==> config.mk <==
export PLATFORM = sky130hd
export DESIGN_NAME = digit_serial_adder_ctrl
export DESIGN_NICKNAME = d
export VERILOG_FILES = /design/src/rtl/adder_ctrl_pkg.sv /design/src/rtl/adder_bk_4b.sv /design/src/rtl/digit_serial_adder_ctrl.sv
export SDC_FILE = /design/constraint.sdc
export NUM_CORES = 1
export LEC_CHECK = 0
export ABC_AREA = 1
export CAP_MARGIN = 40
export CORE_MARGIN = 5
export CORE_UTILIZATION = 54
export DETAILED_ROUTE_END_ITERATION = 16
export GPL_TIMING_DRIVEN = 1
export PLACE_DENSITY = 0.95
export SYNTH_ARGS = -nofsm -noshare
export SYNTH_HDL_FRONTEND = slang
export SYNTH_SLANG_ARGS = --single-unit
==> constraint.sdc <==
create_clock -name clk_i -period 4.1 [get_ports clk_i]
set_input_delay 0.82 -clock clk_i [delete_from_list [all_inputs] [get_ports clk_i]]
set_output_delay 0.82 -clock clk_i [all_outputs]
set_load 0.02 [all_outputs]
==> src/rtl/adder_ctrl_pkg.sv <==
// Shared definitions for the digit-serial adder controller: FSM encoding and digit width.
package adder_ctrl_pkg;

  localparam int DIGIT_W = 4;

  typedef enum logic [1:0] {
    ST_IDLE = 2'b00,
    ST_RUN  = 2'b01,
    ST_DONE = 2'b10
  } state_e;

endpackage

==> src/rtl/adder_bk_4b.sv <==
// 4-bit Brent-Kung adder slice: PG generation, prefix carry tree, sum XOR.
module adder_bk_4b
  import adder_ctrl_pkg::*;
(
  input  logic [DIGIT_W-1:0] a,
  input  logic [DIGIT_W-1:0] b,
  input  logic               cin,
  output logic [DIGIT_W-1:0] sum,
  output logic               cout,
  output logic               c3
);

  logic [3:0] g;
  logic [3:0] p;
  logic       g10, p10, g32, p32, g30, p30;
  logic       c1, c2;

  assign g = a & b;
  assign p = a ^ b;

  // Up-sweep: pairwise group terms, then the full 4-bit group
  assign g10 = g[1] | (p[1] & g[0]);
  assign p10 = p[1] & p[0];
  assign g32 = g[3] | (p[3] & g[2]);
  assign p32 = p[3] & p[2];
  assign g30 = g32 | (p32 & g10);
  assign p30 = p32 & p10;

  // Down-sweep fills in the odd-position carry left over by the tree
  assign c1   = g[0] | (p[0] & cin);
  assign c2   = g10 | (p10 & cin);
  assign c3   = g[2] | (p[2] & c2);
  assign cout = g30 | (p30 & cin);

  assign sum = p ^ {c3, c2, c1, cin};

endmodule

==> src/rtl/digit_serial_adder_ctrl.sv <==
// Digit-serial add/subtract: one 4-bit BK slice reused over WIDTH/4 cycles, valid/ready on both sides.
module digit_serial_adder_ctrl
  import adder_ctrl_pkg::*;
#(
  parameter int WIDTH = 32
) (
  input  logic             clk_i,
  input  logic             rst_ni,
  input  logic             valid_i,
  output logic             ready_o,
  input  logic [WIDTH-1:0] a_i,
  input  logic [WIDTH-1:0] b_i,
  input  logic             cin_i,
  input  logic             sub_i,
  output logic             valid_o,
  input  logic             ready_i,
  output logic [WIDTH-1:0] sum_o,
  output logic             cout_o,
  output logic             ovf_o,
  output logic             busy_o
);

  localparam int NUM_DIGITS = WIDTH / DIGIT_W;
  localparam int IDX_W      = $clog2(NUM_DIGITS);
  localparam logic [IDX_W-1:0] LAST_IDX = IDX_W'(NUM_DIGITS - 1);

  if ((WIDTH % DIGIT_W) != 0 || WIDTH < 8) begin : g_bad_width
    $error("digit_serial_adder_ctrl: WIDTH must be a multiple of 4 and >= 8");
  end

  state_e             state;
  logic [IDX_W-1:0]   idx;
  logic               carry;
  logic [WIDTH-1:0]   a_q;
  logic [WIDTH-1:0]   b_q;
  logic [WIDTH-1:0]   sum_q;
  logic               cout_q;
  logic               ovf_q;
  logic               accept;
  logic [DIGIT_W-1:0] a_dig;
  logic [DIGIT_W-1:0] b_dig;
  logic [DIGIT_W-1:0] s_dig;
  logic               c_out;
  logic               c3;

  always_comb begin
    ready_o = 1'b0;
    unique case (state)
      ST_IDLE: ready_o = 1'b1;
      ST_DONE: ready_o = ready_i;
      default: ready_o = 1'b0;
    endcase
  end

  assign accept  = valid_i & ready_o;
  assign valid_o = (state == ST_DONE);
  assign busy_o  = (state == ST_RUN);
  assign sum_o   = sum_q;
  assign cout_o  = cout_q;
  assign ovf_o   = ovf_q;

  // Operands are only sampled at accept, so they need no reset
  always_ff @(posedge clk_i) begin
    if (accept) begin
      a_q <= a_i;
      b_q <= sub_i ? ~b_i : b_i;
    end
  end

  assign a_dig = a_q[int'(idx)*DIGIT_W +: DIGIT_W];
  assign b_dig = b_q[int'(idx)*DIGIT_W +: DIGIT_W];

  adder_bk_4b u_slice (
    .a    (a_dig),
    .b    (b_dig),
    .cin  (carry),
    .sum  (s_dig),
    .cout (c_out),
    .c3   (c3)
  );

  always_ff @(posedge clk_i or negedge rst_ni) begin
    if (!rst_ni) begin
      state  <= ST_IDLE;
      idx    <= '0;
      carry  <= 1'b0;
      sum_q  <= '0;
      cout_q <= 1'b0;
      ovf_q  <= 1'b0;
    end else if (accept) begin
      // Subtraction is A + ~B + 1, so the +1 rides in on the initial carry
      state <= ST_RUN;
      idx   <= '0;
      carry <= sub_i ? 1'b1 : cin_i;
    end else begin
      unique case (state)
        ST_RUN: begin
          sum_q[int'(idx)*DIGIT_W +: DIGIT_W] <= s_dig;
          carry <= c_out;
          idx   <= idx + 1'b1;
          if (idx == LAST_IDX) begin
            state  <= ST_DONE;
            cout_q <= c_out;
            ovf_q  <= c3 ^ c_out;
          end
        end
        ST_DONE: begin
          if (ready_i) state <= ST_IDLE;
        end
        default: ;
      endcase
    end
  end

endmodule

==> impl_metrics.tcl, run 1 <==
set metrics [dict create \
    grt_pass1_wl_um 17300 \
    path_max_fanout 33 \
    clock_sinks 104 \
    fillers 675 \
    final_common_cell "clkdlybuf4s50_1" \
    final_area_um2 6290 \
    place_congestion 0.863 \
    finalSetupTns_ns 0 \
    cts_setup_buffers 0 \
    crit_chain "inv_1 -> o21ai_0 -> o22ai_1 -> nand2_1 -> nand2_1 -> ha_1 -> nand2_1 -> nand2_1 -> a31oi_1 -> fa_1 -> xnor2_1 -> nand4_1 -> o21ai_0" \
    yosysUniqueCellTypes 30 \
    synth-simple-area-share_pct 16.2 \
    drc 0 \
    cts-root-buf "clkbuf_8" \
    syn-num-nets 565 \
    drtIter0Drc 208 \
    antenna_cells 0 \
    start_kind "register" \
    swShare_pct 42.6 \
    avgSynthCellArea_um2 10.4 \
    final_cell_mix "104 x clkdlybuf4s50_1, 95 x nand2_1, 64 x edfxtp_1" \
    critPathKind "reg2reg" \
    yosysSeqAreaShare_pct 58.9 \
    ys_ff_latch 104 \
    cp-end-kind "register" \
    fin_nets 666 \
    ir_drop_uv 340 \
    skew_ns 0.0135 \
    core_um2 9110 \
    wl_per_cell_um 15.4 \
    worst_slack_ns 0.733 \
    grt_pass1_vias 3716 \
    postCtsResizedCells 0 \
    rsz0062_at_grt "false" \
    syn_inst 479 \
    critPathRequiredTime_ns 4.40 \
    drt-total-wl_um 10700 \
    power_density_nw_per_um2 665 \
    tightestPinTransition_ns 0.868 \
    setup_viol 0 \
    hp-class "in2async" \
    tritoncts "done" \
    clk_pin_slew_ns 0.09 \
    finalCriticalPeriod_ns 3.37 \
    cp_common_cell "nand2_1" \
    synth_xor_area_share_pct 6.00 \
    p_sw_mw 1.78 \
    cellInternalPower_mw 2.40 \
    synth_top_family_by_area "simple AND/OR/NAND/NOR gates" \
    dr.pass1.iters 4 \
    drive_gt1_share_pct 6.16 \
    relSlewSlack_pct 42.1 \
    numCtsBuffers 9 \
    dieArea_um2 11200 \
    combPwrFrac_pct 47.9 \
    via_count 3641 \
    synth_compound_area_share_pct 8.79 \
    post-route-period-util_pct 82.1 \
    arrival_ns 3.66 \
    ios 107 \
    outcome "completed" \
    htreeDepth 3 \
    place_hpwl_um 7890 \
    start_util_pct 54.5 \
    finalHoldViolations 0 \
    p_leak_nw 2.58 \
    dp_slack_ns 0.783 \
    drv_slew 0 \
    power_frac_clock_pct 15.7 \
    syn_to_final_growth_pct 26.7 \
    routed_via_density 5.24 \
    rows 35 \
    whs_ns 0.229 \
    clock_latency_ns 0.38 \
    clk_path_buf_depth 2 \
    grt.total_usage_pct 19.3 \
    synthMuxAreaShare_pct 0 \
    drv_cap 0 \
    timing.fmax_mhz 297 \
    grt_max_degree 45 \
    synthAdderAreaFrac_pct 4.33 \
    crit_path_top_delay_cell "inv_1" \
    grt_overflow_total 0 \
    cpPeakStageDelay_ns 0.64 \
    antenna_left 0 \
    p_seq_share_pct 36.4 \
    antenna_found_initial 0 \
    die_w_um 106 \
    netlist_area_um2 4970 \
    yosysWarnings 0 \
    holdBufCountCts 0 \
    chipHeight_um 106 \
    port_buffers 106 \
    placed_cell_area_um2 6070 \
    total_power_mw 4.18 \
]
cell families after synthesis:
| logic type | count (synthesis) |
|---|---|
| AND/OR/NAND/NOR | 178 |
| XOR/XNOR | 34 |
| AO/OA/AOI/OAI | 83 |
| adder cells (fa/ha/maj) | 16 |
| buffers and inverters | 64 |
| flip-flops | 104 |
cells in the mapped netlist, drive strengths merged:
master | number | area, um2
fa | 2 | 40.0
dfrtp | 40 | 1000
xor2 | 33 | 289
inv | 43 | 164
o31ai | 1 | 7.51
o22ai | 14 | 87.6
a21oi | 4 | 20.0
nand2 | 96 | 363
edfxtp | 64 | 1920
a31oi | 1 | 6.26
buf | 16 | 106
nand4 | 6 | 82.6
nor2 | 52 | 195
nand3 | 17 | 103
nor3 | 7 | 61.3
o21ai | 63 | 315
xnor2 | 1 | 8.76
ha | 14 | 175
clkbuf | 5 | 18.8
power by group through the flow:
stage	clock, mW	sequential, mW	combinational [mW]
2_1_floorplan	0	1.61	1.30
3_3_place_gp	0	1.53	1.91
3_5_place_dp	0	1.55	1.99
4_1_cts	0.662	1.52	2.00
5_1_grt	0.702	1.55	2.20
6_report	0.658	1.52	2.00
area by class of cell:
| class | count | area, um2 | share of cell area (%) |
|---|---|---|---|
| Sequential cell | 104 | 2920 | 46.4 |
| Timing Repair Buffer | 111 | 1110 | 17.7 |
| Tap cell | 111 | 139 | 2.21 |
| Clock buffer | 9 | 124 | 1.97 |
| Multi-Input combinational cell | 311 | 1750 | 27.9 |
| Clock inverter | 6 | 76.3 | 1.21 |
| Inverter | 43 | 164 | 2.60 |
worst max-delay path: cells and delay by family (launching register included):
kind	cells	cell delay, ns
adder cells (fa/ha/maj)	2	0.62
flip-flops	1	0.40
XOR/XNOR	1	0.45
AND/OR/NAND/NOR	5	0.54
buffers and inverters	1	0.64
AO/OA/AOI/OAI	4	0.65
through the flow:
| step | instances | util, % |
|---|---|---|
| final | 695 | 69.1 |
| after floorplan | 479 | - |
| after CTS | 694 | 68.9 |
| after global placement | 679 | 66.7 |
| after global routing | 695 | 69.1 |
| after detailed placement | 679 | 66.7 |
per-layer routing:
layer	global-route usage, %	up-vias	wire length, um
li1	-	1799	-
met3	4.43	17	742
met4	6.85	0	196
met2	33.7	137	5360
met5	0	-	0
met1	23.7	1688	4420
sequential cells by signal (all words and copies together), names as in the netlist:
name / count
idx: 3
ovf_o: 1
b_q: 32
carry: 1
cout_o: 1
sum_o: 32
a_q: 32
state: 2
worst paths after layout:
kind                            startpoint  endpoint  slack, ns  depth (start not counted)
worst max-delay path                idx[0]  sum_o[7]       0.73                         13
worst min-delay path                rst_ni  sum_o[7]       0.23                          1
worst max register to register      idx[0]  sum_o[7]       0.73                         13
worst min register to register    sum_o[9]  sum_o[9]       0.50                          2
max in group asynchronous           rst_ni    idx[1]       3.48                          2
min in group clk_i                sum_o[9]  sum_o[9]       0.50                          2
Note: power is estimated with default switching activity, not from simulation.
==> inputs of run 2 (changes only) <==
--- a/config.mk
+++ b/config.mk
@@ -8,10 +8,10 @@
 export ABC_AREA = 1
 export CAP_MARGIN = 40
 export CORE_MARGIN = 5
-export CORE_UTILIZATION = 54
+export CORE_UTILIZATION = 46
 export DETAILED_ROUTE_END_ITERATION = 16
 export GPL_TIMING_DRIVEN = 1
-export PLACE_DENSITY = 0.95
+export PLACE_DENSITY = 0.88
 export SYNTH_ARGS = -nofsm -noshare
 export SYNTH_HDL_FRONTEND = slang
 export SYNTH_SLANG_ARGS = --single-unit
==> constraint.sdc (replaced) <==
create_clock -name clk_i -period 2.95 [get_ports clk_i]
set_input_delay 0.59 -clock clk_i [delete_from_list [all_inputs] [get_ports clk_i]]
set_output_delay 0.59 -clock clk_i [all_outputs]
set_load 0.02 [all_outputs]
==> impl_metrics.tcl, run 2 (synthesized netlist as in run 1, its figures left out) <==
set metrics [dict create \
    outcome "finished with violations" \
    violations "negative setup slack" \
    power_density_nw_per_um2 993 \
    drtIter0Drc 317 \
    start_util_pct 46.4 \
    final_cell_mix "104 x clkdlybuf4s50_1, 89 x nand2_1, 64 x edfxtp_1" \
    dr.pass1.iters 5 \
    start_kind "register" \
    skew_ns 0.0122 \
    grt_max_degree 34 \
    clk_pin_slew_ns 0.10 \
    ff2ff_setup_slack_ns -0.04 \
    dp_slack_ns -0.0473 \
    ir_drop_uv 521 \
    antenna_left 0 \
    antenna_found_initial 0 \
    relSlewSlack_pct 46.0 \
    via_count 4014 \
    grt_pass1_vias 3836 \
    grt_pass1_wl_um 18300 \
    port_buffers 106 \
    whs_ns 0.164 \
    drv_cap 0 \
    clock_sinks 104 \
    fillers 809 \
    fin_nets 688 \
    drive_gt1_share_pct 13.5 \
    drt-total-wl_um 12400 \
    setup_viol 6 \
    finalHoldViolations 0 \
    place_congestion 0.920 \
    cp-startpoint "idx[1]" \
    worst_slack_ns -0.0386 \
    htreeDepth 3 \
    drc 0 \
    p_leak_nw 2.70 \
    clock_latency_ns 0.37 \
    drv_slew 0 \
    clk_path_buf_depth 2 \
    ios 107 \
    die_w_um 114 \
    core_um2 10700 \
    r2r_start "idx[1]" \
    rows 38 \
    dieArea_um2 13000 \
    rsz0062_at_grt "true" \
    place_hpwl_um 8630 \
    final_common_cell "clkdlybuf4s50_1" \
    syn_to_final_growth_pct 33.8 \
    numCtsBuffers 9 \
    cts-root-buf "clkbuf_8" \
    post-route-period-util_pct 101 \
    routed_via_density 5.37 \
    timing.fmax_mhz 335 \
    path_max_fanout 21 \
    critPathKind "reg2reg" \
    holdBufCountCts 0 \
    tritoncts "done" \
    grt_overflow_total 0 \
    arrival_ns 3.28 \
    layout.cells.non_filler 747 \
    critPathRequiredTime_ns 3.24 \
    chipHeight_um 114 \
    wl_per_cell_um 16.6 \
    place_inst 719 \
    antenna_cells 0 \
    hp-class "in2async" \
    cp-end-kind "register" \
    finalCriticalPeriod_ns 2.99 \
    grt.total_usage_pct 17.8 \
    tightestPinTransition_ns 0.810 \
]
==> run 2: layout make-up <==
cell class                      count  area (um2)  share of cell area, %
Clock buffer                        9         124                   1.86
Clock inverter                      7        53.8                  0.809
Inverter                           43         175                   2.64
Multi-Input combinational cell    311        1880                   28.3
Sequential cell                   104        2920                   44.0
Tap cell                          140         175                   2.64
Timing Repair Buffer              132        1310                   19.7
Timing Repair inverter              1        5.00                 0.0753
==> run 2: power breakdown <==
| part | internal, mW | leakage (nW) | switching (mW) |
|---|---|---|---|
| sequential | 1.95 | 1.14 | 0.175 |
| clock | 0.315 | 0.0892 | 0.501 |
| combinational | 1.40 | 1.47 | 2.25 |
==> run 2: final timing paths <==
kind	end	depth (start not counted)
hold reg to reg	sum_o[1]	2
min in group clk_i	sum_o[1]	2
hold / removal	sum_o[12]	1
max in group asynchronous	idx[1]	2
setup reg to reg	sum_o[10]	15
setup / recovery	sum_o[10]	15
==> run 2: per-layer routing <==
layer,track usage [%],wire length [um],vias up
li1,-,-,1847
met1,21.3,4650,1900
met2,31.7,6470,225
met3,4.19,905,42
met4,5.46,411,0
met5,0,0,-
==> run 2: critical path, stage by stage (launching register included) <==
cell	delay, ns
dfrtp_2	0.43
buf_6	0.22
o21ai_0	0.16
o22ai_1	0.26
nand2_1	0.11
nand2_2	0.10
ha_4	0.22
nand2_2	0.07
nand2_2	0.08
a31oi_4	0.20
fa_2	0.49
inv_2	0.11
nand3_2	0.10
nor2_2	0.15
nand2_1	0.07
o21ai_1	0.12
==> run 2: per-stage QoR <==
stage	util, %	area (um2)	TNS [ns]	power, mW
2_1_floorplan	-	4970	0	4.04
5_1_grt	62.1	6650	-1.56	6.96
4_1_cts	59.8	6400	0	5.87
6_report	62.1	6650	-0.148	6.60
3_5_place_dp	58.1	6220	-0.0823	5.05
3_3_place_gp	57.8	6190	0	4.90
==> run 2: repair_timing <==
| action | CTS | global route |
|---|---|---|
| gates resized for setup | 2 | 48 |
| pin swaps | 0 | 17 |
| setup buffers | 0 | 11 |
| cloned | 0 | 1 |
| endpoints found under the setup margin | 2 | 15 |
==> edit 1 (settings of run 1) <==
`WIDTH`: 32 -> 64.
--- a/src/rtl/digit_serial_adder_ctrl.sv
+++ b/src/rtl/digit_serial_adder_ctrl.sv
@@ -4,3 +4,3 @@
 #(
-  parameter int WIDTH = 32
+  parameter int WIDTH = 64
 ) (
Ports: changed (resized a_i, b_i and sum_o); port bits go from 107 to 203. No check against the original RTL was run, so the function may have changed too.
==> edit 1 against run 1 <==
Sequential cell count grew 97. Power up 92%. Final area increased by 93%. Setup slack worse by 0.32 ns. Final cell count grew 89%. Synthesized area up 88%. Critical path depth rose by 1. Wire length grew 120%. Critical endpoint is now sum_o[42].
==> edit 1: results (changes against run 1) <==
- Post-DR vias/cell: 5.60 (was 5.24)
- Worst path top cell family by delay: simple AND/OR/NAND/NOR gates (was compound AO/OA/AOI/OAI gates)
- Post-synth EDFFs: 128 (was 64)
- Overall power: 8.02 mW (was 4.18 mW)
- Flop2flop setup slack: 0.41 ns (was 0.73 ns)
- Placed instance count: 1280 (was 679)
- Internal: 4.78 mW (was 2.40 mW)
- Status: finished, final reports clean (unchanged)
- Crit-path max FO: 72 (was 33)
- Xor and xnor fraction of the mapped netlist area: 6.02% (was 6.00%)
- Distinct cells, synth: 35 (was 30)
- Post-Synth Adder-Cell Area: 2.04% (was 4.33%)
- Dpl ws: 0.521 ns (was 0.783 ns)
- Worst r2r path cells: 14 (was 13)
- Top post-synthesis cells by count: nand2_1, edfxtp_1, nor2_1 (unchanged)
- Slew margin rel.: 39.5% (was 42.1%)
- CP max-delay cell: buf_4 (was inv_1)
- Clock buffer depth: 3 (was 2)
- Clock latency on the worst-skew pair: 0.49 ns (was 0.38 ns)
- Crit path DAT: 4.11 ns (was 3.66 ns)
- CP endpoint: sum_o[42] (was sum_o[7])
- Comb power frac: 42.4% (was 47.9%)
- Layout cells sized above 1: 8.06% (was 6.16%)
- PortBufs: 202 (was 106)
- Finished Cell Area: 12100 um2 (was 6290 um2)
- Final hold slack: 0.364 ns (was 0.229 ns)
- Worst reg2reg endpoint: sum_o[42] (was sum_o[7])
- Synthesized net count: 1033 (was 565)
- Initial DRC count: 585 (was 208)
- Root Driver: clkbuf_16 (was clkbuf_8)
==> edit 1: layout make-up <==
type / count / share of cell area [%]
inverters: 38 / 1.21
clock inverters: 9 / 0.422
repair buffers: 214 / 17.6
clock buffers: 28 / 4.90
well taps: 225 / 2.32
flip-flops and latches: 201 / 46.7
multi-input cells: 602 / 26.8
==> edit 1: logic make-up (layout without fill, tap and decap cells) <==
family | after synthesis | after routing
compound gates | 154 | 154
flops | 201 | 201
fa+ha+maj | 14 | 14
simple gates | 370 | 370
buf+inv | 82 | 289
xor+xnor | 64 | 64
==> edit 1: worst register-to-register path: cells and delay by family (launching register included) <==
family	cells	cell delay [ns]
AOI/OAI and AO/OA	4	0.86
adders and majority gates	2	0.77
and+or+nand+nor	6	0.91
buffers and inverters	2	0.73
DFF	1	0.37
==> edit 1: per-layer routing <==
metal	vias up	global-route usage, %	wire [um]	share of wire, %
met5	-	0	0	0
met4	0	6.63	538	2.3
met3	50	3.98	2030	8.6
met2	401	42.1	12400	52
met1	3482	29.0	8840	37
li1	3436	-	-	-
==> edit 2 (settings of run 1) <==
Without the edit above. Make the reset (`rst_ni`) synchronous in one clocked block.
--- a/src/rtl/digit_serial_adder_ctrl.sv
+++ b/src/rtl/digit_serial_adder_ctrl.sv
@@ -81,3 +81,3 @@
 
-  always_ff @(posedge clk_i or negedge rst_ni) begin
+  always_ff @(posedge clk_i) begin
     if (!rst_ni) begin
Function: differs if rst_ni is asserted again (counterexample within 4 cycles, from zero or initial values and one cycle with rst_ni low); with rst_ni held inactive, the same outputs for 10 cycles.
==> edit 2 against run 1 <==
Clock skew down 0.00085 ns. Synthesized area up 1.6%. Critical endpoint is now sum_o[11]. Final area up 0.66%. Largest cell class unchanged. Wire length up 9.3%. First-iteration DRC count up 44%. Setup slack better by 0.23 ns. Count of clock-buffer cells in the layout up 1. Synthesized cell count up 16%. Sequential cell count unchanged.
Power is not compared: it rests on default switching activity, and its combinational part moved more than twofold at a synthesized area within 25%.
==> edit 2: results (changes against run 1) <==
- Gate Count Post-Synth: 556 (was 479)
- WL met2: 6080 um (was 5360 um)
- FFs w/ async S/R, synth: 0% (was 38.5%)
- Worst reg2reg endpoint: sum_o[11] (was sum_o[7])
- Maximum clock rate: 319 MHz (was 297 MHz)
- Layout Cells excl Fill: 772 (was 695)
- Layout cells sized above 1: 6.05% (was 6.16%)
- Dpl hpwl: 8580 um (was 7890 um)
- Sequential share of the synthesized area: 54.0% (was 58.9%)
- #MultiIn Comb: 368 (was 311)
- Pin count of the biggest net entering global routing: 43 (was 45)
- Area of the multi-input gates: 1950 um2 (was 1750 um2)
- Invs w/o clock: 61 (was 43)
- Status: finished, final reports clean (unchanged)
- Reg2Reg Launch Point: idx[2] (was idx[0])
- Met3 WL: 778 um (was 742 um)
- Synthesized net count: 642 (was 565)
- Post-layout nets: 742 (was 666)
- Top post-synthesis cells by count: nor2_1, nand2_1, edfxtp_1 (was nand2_1, edfxtp_1, nor2_1)
- Wire per inst: 15.2 um (was 15.4 um)
- Met1 Wirelength: 4540 um (was 4420 um)
- Area of placed instances: 6150 um2 (was 6070 um2)
- Via count: 4134 (was 3641)
- Flop2flop setup slack: 0.96 ns (was 0.73 ns)
- CP max-delay cell: dfxtp_1 (was inv_1)
- Total GRT Usage: 21.0% (was 19.3%)
- Final core area utilization: 69.2% (was 69.1%)
- Layout clock area frac: 2.88% (was 3.18%)
- Seq area share: 43.0% (was 46.4%)
- Crit-path max FO: 13 (was 33)
- Die W: 107 um (was 106 um)
- Plain + repair buffers: 112 (was 111)
- First-pass GRT wire length: 19000 um (was 17300 um)
- Distinct cells, synth: 34 (was 30)
- Hold crit path type: reg2reg (was in2async)
- Dpl ws: 1.09 ns (was 0.783 ns)
- M3 GR Usage: 4.33% (was 4.43%)
- Top post-synthesis cells by area: edfxtp_1, dfxtp_1, nor2_1, nand2_1, xor2_1 (was edfxtp_1, dfrtp_1, nand2_1, xor2_1, o21ai_0)
- CLK BUF: 10 (was 9)
- Slew @ Worst Pin: 0.812 ns (was 0.868 ns)
- Initial DRC count: 300 (was 208)
- Final clock skew: 0.0127 ns (was 0.0135 ns)
- Worst path top cell family by delay: adder cells (was compound AO/OA/AOI/OAI gates)
- Max stage delay on crit path: 0.60 ns (was 0.64 ns)
## edit 2: cell types whose count changed after synthesis, moves of 4 or more
cell,delta
o21ai_0,-7
dfrtp_1,-40
o21ai_1,-13
a21oi_1,+4
inv_1,+15
nand3_1,-10
nand4_1,+8
nor2_1,+62
nand2_1,+13
dfxtp_1,+40
## edit 2: power groups by stage
stage / registers (mW) / logic (mW) / clock network (mW)
finish: 1.34 / 0.965 / 0.608
global route: 1.35 / 1.05 / 0.662
CTS: 1.34 / 0.947 / 0.618
detailed placement: 1.37 / 0.933 / 0
global placement: 1.36 / 0.885 / 0
floorplan: 1.37 / 0.637 / 0
## edit 2: cell families after synthesis
| group | synth area share, % |
|---|---|
| buffers and inverters | 7.42 |
| adder cells (fa/ha/maj) | 4.27 |
| XOR/XNOR | 5.73 |
| AO/OA/AOI/OAI | 6.97 |
| flip-flops | 54.0 |
| AND/OR/NAND/NOR | 21.6 |
